## config.mk

```make
export PLATFORM = sky130hd
export DESIGN_NAME = onehot_strobe_decoder_flat
export DESIGN_NICKNAME = d
export VERILOG_FILES = /design/src/rtl/onehot_strobe_decoder_if.sv /design/src/rtl/onehot_strobe_decoder.sv /design/src/flat_wrapper.sv
export SDC_FILE = /design/constraint.sdc
export NUM_CORES = 1
export LEC_CHECK = 0
export ABC_AREA = 1
export CORE_ASPECT_RATIO = 1.4
export CORE_MARGIN = 2
export CORE_UTILIZATION = 30
export DETAILED_ROUTE_END_ITERATION = 16
export MAX_ROUTING_LAYER = met4
export SLEW_MARGIN = 20
export SYNTH_ARGS = -nofsm -noshare
export SYNTH_HDL_FRONTEND = slang
export SYNTH_SLANG_ARGS = --single-unit
```

## constraint.sdc

```tcl
create_clock -name clk -period 4.2 [get_ports clk]
set_clock_uncertainty 0.2 [all_clocks]
set_input_delay 0.63 -clock clk [delete_from_list [all_inputs] [get_ports clk]]
set_output_delay 0.63 -clock clk [all_outputs]
set_load 0.05 [all_outputs]
```

## src/rtl/onehot_strobe_decoder_if.sv

```systemverilog
// Handshake and strobe bundle between an upstream code source and the one-hot strobe decoder.
// The source drives the code and enable; the decoder returns ready, strobe and status.
interface onehot_strobe_decoder_if #(
   parameter int SEL_W = 2
);
   localparam int OUT_W = 2 ** SEL_W;

   logic             en;
   logic             in_valid;
   logic [SEL_W-1:0] in_sel;
   logic             in_ready;
   logic [OUT_W-1:0] y;
   logic             busy;
   logic             done;

   modport master (
      output en, in_valid, in_sel,
      input  in_ready, y, busy, done
   );

   modport slave (
      input  en, in_valid, in_sel,
      output in_ready, y, busy, done
   );
endinterface

```

## src/rtl/onehot_strobe_decoder.sv

```systemverilog
// Registered binary-to-one-hot decoder: an accepted code becomes a one-hot strobe held
// PULSE_LEN cycles, then one mandatory zero cycle plus GAP_LEN idle cycles before the next accept.
module onehot_strobe_decoder #(
   parameter int SEL_W     = 2,
   parameter int PULSE_LEN = 4,
   parameter int GAP_LEN   = 1
) (
   input logic                   clk,
   input logic                   rst_n,
   onehot_strobe_decoder_if.slave bus
);
   localparam int OUT_W   = 2 ** SEL_W;
   localparam int CNT_MAX = (PULSE_LEN > GAP_LEN) ? PULSE_LEN : GAP_LEN;
   localparam int CNT_W   = ($clog2(CNT_MAX + 1) > 1) ? $clog2(CNT_MAX + 1) : 1;

   typedef enum logic [1:0] {
      S_IDLE,
      S_ACTIVE,
      S_GAP
   } state_t;

   state_t           state;
   logic [CNT_W-1:0] cnt;
   logic [SEL_W-1:0] sel_q;
   logic [OUT_W-1:0] y_q;
   logic             busy_q;
   logic             done_q;

   function automatic logic [OUT_W-1:0] decode(input logic [SEL_W-1:0] s);
      logic [OUT_W-1:0] oh;
      oh = '0;
      for (int i = 0; i < OUT_W; i++) begin
         if (s == SEL_W'(i)) oh[i] = 1'b1;
      end
      return oh;
   endfunction

   assign bus.in_ready = (state == S_IDLE) && bus.en;
   assign bus.y        = y_q;
   assign bus.busy     = busy_q;
   assign bus.done     = done_q;

   always_ff @(posedge clk or negedge rst_n) begin
      if (!rst_n) begin
         state  <= S_IDLE;
         cnt    <= '0;
         sel_q  <= '0;
         y_q    <= '0;
         busy_q <= 1'b0;
         done_q <= 1'b0;
      end else begin
         done_q <= 1'b0;
         if (!bus.en) begin
            // Abort: drop straight to IDLE without a done pulse.
            state  <= S_IDLE;
            cnt    <= '0;
            y_q    <= '0;
            busy_q <= 1'b0;
         end else begin
            case (state)
               S_IDLE: begin
                  if (bus.in_valid) begin
                     sel_q  <= bus.in_sel;
                     y_q    <= decode(bus.in_sel);
                     busy_q <= 1'b1;
                     cnt    <= CNT_W'(PULSE_LEN - 1);
                     state  <= S_ACTIVE;
                  end
               end
               S_ACTIVE: begin
                  if (cnt == '0) begin
                     y_q    <= '0;
                     done_q <= 1'b1;
                     if (GAP_LEN > 0) begin
                        state  <= S_GAP;
                        cnt    <= CNT_W'(GAP_LEN - 1);
                        busy_q <= 1'b1;
                     end else begin
                        state  <= S_IDLE;
                        busy_q <= 1'b0;
                     end
                  end else begin
                     cnt <= cnt - 1'b1;
                     y_q <= decode(sel_q);
                  end
               end
               S_GAP: begin
                  if (cnt == '0) begin
                     state  <= S_IDLE;
                     busy_q <= 1'b0;
                  end else begin
                     cnt <= cnt - 1'b1;
                  end
               end
               default: begin
                  state  <= S_IDLE;
                  cnt    <= '0;
                  y_q    <= '0;
                  busy_q <= 1'b0;
               end
            endcase
         end
      end
   end
endmodule

```

## src/flat_wrapper.sv

```systemverilog
// flat-port wrapper written by rule: the top's interface ports become plain ports
module onehot_strobe_decoder_flat 
#(
   parameter int SEL_W     = 2,
   parameter int PULSE_LEN = 4,
   parameter int GAP_LEN   = 1
)
  (clk, rst_n, bus_en, bus_in_valid, bus_in_sel, bus_in_ready, bus_y, bus_busy, bus_done);
  onehot_strobe_decoder_if #(.SEL_W(SEL_W)) bus_i ();
  input logic clk;
  input logic rst_n;
  input wire logic [$bits(bus_i.en)-1:0] bus_en;
  input wire logic [$bits(bus_i.in_valid)-1:0] bus_in_valid;
  input wire logic [$bits(bus_i.in_sel)-1:0] bus_in_sel;
  output wire logic [$bits(bus_i.in_ready)-1:0] bus_in_ready;
  output wire logic [$bits(bus_i.y)-1:0] bus_y;
  output wire logic [$bits(bus_i.busy)-1:0] bus_busy;
  output wire logic [$bits(bus_i.done)-1:0] bus_done;
  assign bus_i.en = bus_en;
  assign bus_i.in_valid = bus_in_valid;
  assign bus_i.in_sel = bus_in_sel;
  assign bus_in_ready = bus_i.in_ready;
  assign bus_y = bus_i.y;
  assign bus_busy = bus_i.busy;
  assign bus_done = bus_i.done;
  onehot_strobe_decoder #(.SEL_W(SEL_W), .PULSE_LEN(PULSE_LEN), .GAP_LEN(GAP_LEN)) u_core (.clk(clk), .rst_n(rst_n), .bus(bus_i));
endmodule
```

# Word-level counts from Yosys, hierarchy flattened
# Index checks and enable logic that the tools add are counted.
# W data, S select, Z words.
# op_classes
mux,30
n_addsub,1
n_reduce_logical,9
n_eq_ne,13
# ops
cell,n
$mux W1,15
$mux W3,4
$mux W4,3
$pmux W4 S3,1
$eq A2 B2 Y1 const B,5
$pmux W3 S3,1
$mux W2,4
$eq A2 B1 Y1 const B,3
$logic_not A2 Y1,3
$ne A3 B2 Y1 const B,2
$ne A3 B3 Y1 const B,2
$pmux W2 S3,1
$reduce_and A3 Y1,2
$reduce_and A2 Y1,2
$logic_not A3 Y1,1
$pmux W1 S3,1
$sub A3 B1 Y3 const B,1
$ne A2 B2 Y1 const B,1
$logic_and A1 B1 Y1,1
# word_totals
ff_bits,13
input_bits,6
wordCells,59
output_inout_bits,7

# Logic depth before layout (Yosys ltp)
# logic_depth
depth_word,5
mapped_depth,9
depth_no_buf,9

# Worst setup path after synthesis
# OpenSTA, ideal clock, no wires.
# synth_path
path_type,in2out
from,input port bus_en
to,output port bus_in_ready
path_slack_ns,2.330
n_path_buf,1
required_ns,3.370
arrival_ns,1.040
path_stages,3
path_cell_list,buf_4 nand2_1 inv_2
# synth_via
elab_chain_cells,1
# synth_rtl
item,line_no,text
"start, declared",flat_wrapper.sv:12,input wire logic [$bits(bus_i.en)-1:0] bus_en;
$logic_and A1 B1 Y1,onehot_strobe_decoder.sv:38,assign bus.in_ready = (state == S_IDLE) && bus.en;
"end, declared",flat_wrapper.sv:15,output wire logic [$bits(bus_i.in_ready)-1:0] bus_in_ready;
# Every way passes these cells.

# Worst setup path after layout
# Same ends and word-level chain as after synthesis.

==> flow_summary.ini <==
[timing]
period_share = 0.739
hold_viol_final = 0
report.final.slew_viol_count = 0
setup_tns_ps = 0
worstMarginPinSlew_ps = 606
slew_headroom = 0.595
rsz0062_at_grt = no
fmax_ghz = 0.322
setup_violations = 0
min_period_ps = 3100

[routing]
vias = 678
firstDrtPassIters = 4
wire_per_inst_um = 10.1
top_layer_used = met4
viasPerCell = 4.46
wl_met2_um = 807
wl_met1_um = 686
route.met3.wl_um = 15
wl_mm = 1.54
drt_iter0_drc = 12
ant_nets = 0
drc = 0

[setup_path]
worstPathArrival_ps = 2270
cp_slowest_stage_delay_ps = 800
r2r_cells = 7
criticalPathCategory = input port to primary output
crit_top_cell = clkdlybuf4s50_1
r2r_setup_slack_ps = 2680
cp_top_family = buffers and inverters
start_kind = input port
worstReg2RegStart = u_core.cnt[0]$_DFFE_PN0P_
worstReg2RegEnd = u_core.bus.busy$_DFFE_PN0P_
crit_buf_inv = 3
crit_path_end_kind = primary output
required_ps = 3370
critical_path.cell_chain = clkdlybuf4s50_1 > nand2_1 > inv_2 > clkdlybuf4s50_1
crit_fanout = 9
crit_slowest_cell = clkdlybuf4s50_1

[synth]
netlist_instances = 103
ys_seq_area_frac = 0.423
yosysWarningCount = 0
synth_top_area_frac = 0.423
synth_top_area_cell = dfrtp_1
synth_edf_count = 0
synth.most_common_cell = nand2_1
synth-seq-cells = 13
ys_types = 17
synthesis.area_um2 = 769
async_flop_share = 1.00
syn_nets = 111
synth_area_leaders = dfrtp_1 (42%), nand2_1 (18%), nand3_1 (5.9%)
syn-mean-instance-area_um2 = 7.47
synthFlopType = dfrtp_1
synth_common_cells = nand2_1 (36), dfrtp_1 (13), inv_1 (9), nand3_1 (9), o21ai_1 (9)

[hold_path]
hold_path_class = flop to flop
min_from = u_core.bus.y[2]$_DFFE_PN0P_
min_path_cells = 2
hold_path_end = u_core.bus.y[2]$_DFFE_PN0P_

[layout]
fill_cells = 261
areaGrowthSynthToFinish_pct = 23.6
layout-drive-gt1-share = 0.178
diodes = 0
final_net_count = 127

[floorplanning]
core_um2 = 2420
row_count = 21
dieArea_um2 = 2990
ios = 13
start_util = 0.318
die_y_um = 63.9
fp.dieW_um = 46.8

[placement]
portBuffers = 12
finalWeightedCongestion = 0.853
hpwl_mm = 1.24

[global_routing]
grt_first_pass_wirelength_mm = 2.66
grt_max_degree = 14
antenna_found_initial = 0
gr-total-overflow = 0
grt_pass1_vias = 651
grt_usage = 0.124

[power_and_ir_drop]
p_switching_w = 0.000243
p_total_w = 0.000529
clockPowerShare = 0.144
switching_share = 0.460
power_frac_comb = 0.496
internal_power_w = 0.000285
powerDensity_nw_per_um2 = 556
leakagePower_nw = 0.491
seqPwrFrac = 0.359
ir_drop_uv = 181

[clock_network]
clkLatencyLatePin_ps = 270
cts_made_buffers = 3
cts_tree = built
cts_resized = 0
h-tree-depth = 1
cts_sinks = 13
clockRootBuffer = clkbuf_4
cts_setup_buffers = 0
ctsHoldBuffers = 0
cts.clk_slew.worst_paths_ps = 80
clock_path_buffers = 2

[run_status]
status = complete, no violations

[run]
drv_cap = 0
-- logic make-up (layout without fill, tap and decap cells) --
family	count (synthesis)	count (layout)	share of synthesized area
adder cells (fa/ha/maj)	2	2	0.0325
flip-flops	13	13	0.423
buffers and inverters	16	31	0.0829
AND/OR/NAND/NOR	61	61	0.390
AO/OA/AOI/OAI	11	11	0.0715
-- worst reg2reg max path: cells and delay by family (launching register included) --
family / cells / cell delay [ps]
flip-flops: 1 / 370
AND/OR/NAND/NOR: 4 / 490
AO/OA/AOI/OAI: 1 / 60
buffers and inverters: 1 / 120
adder cells (fa/ha/maj): 1 / 180
-- final cells by class --
type,count,area [um2],share of cell area
repair buffers,12,120,0.126
clock buffers,4,26.3,0.0276
well taps,34,42.5,0.0447
flip-flops and latches,13,325,0.342
inverters,15,56.3,0.0592
multi-input cells,74,380,0.400
-- per-stage QoR --
step	cell area [um2]	instances	setup WS [ps]	hold slack [ps]	util
6_report	951	152	1100	286	0.393
5_1_grt	951	152	1030	309	0.393
4_1_cts	951	152	1100	292	0.393
3_5_place_dp	925	148	1090	272	0.383
3_3_place_gp	925	148	1100	267	0.383
2_1_floorplan	769	103	2330	134	-
-- power by group through the flow --
stage                      Clock, W  Sequential [W]  Combinational (W)
after CTS                 0.0000805        0.000190           0.000267
after global placement            0        0.000190           0.000260
final                     0.0000764        0.000190           0.000262
after detailed placement          0        0.000193           0.000265
after floorplan                   0        0.000229           0.000156
after global routing      0.0000872        0.000194           0.000293
-- sequential cells by signal, indices dropped and copies added, names as in the netlist --
| register | cells |
|---|---|
| u_core.bus.busy | 1 |
| u_core.bus.done | 1 |
| u_core.bus.y | 4 |
| u_core.cnt | 3 |
| u_core.sel_q | 2 |
| u_core.state | 2 |
-- per-layer routing --
layer,track usage,up-vias
met5,-,-
met1,0.149,315
met3,0.0169,2
met4,0.0625,0
li1,-,352
met2,0.195,9
-- placed cells by master, fill, tap and decap left out --
cell	n
clkinv_1	1
nor2_2	5
nand3_1	9
dfrtp_1	13
nand2_2	2
inv_1	9
nand2_4	2
clkbuf_4	3
o21ai_0	1
nor2_1	3
nor2_4	2
a21oi_1	1
o21ai_1	9
clkdlybuf4s50_1	12
nand2_1	36
clkbuf_1	1
ha_1	2
inv_2	5
nand3_2	2
-- how the worst max path moves through the flow --
stage           start           end  cells after the start
6_report       bus_en  bus_in_ready                      4
2_1_floorplan  bus_en  bus_in_ready                      3
4_1_cts        bus_en  bus_in_ready                      4
3_5_place_dp   bus_en  bus_in_ready                      4
3_3_place_gp   bus_en  bus_in_ready                      4
5_1_grt        bus_en  bus_in_ready                      4
(Power assumes the default switching activity.)
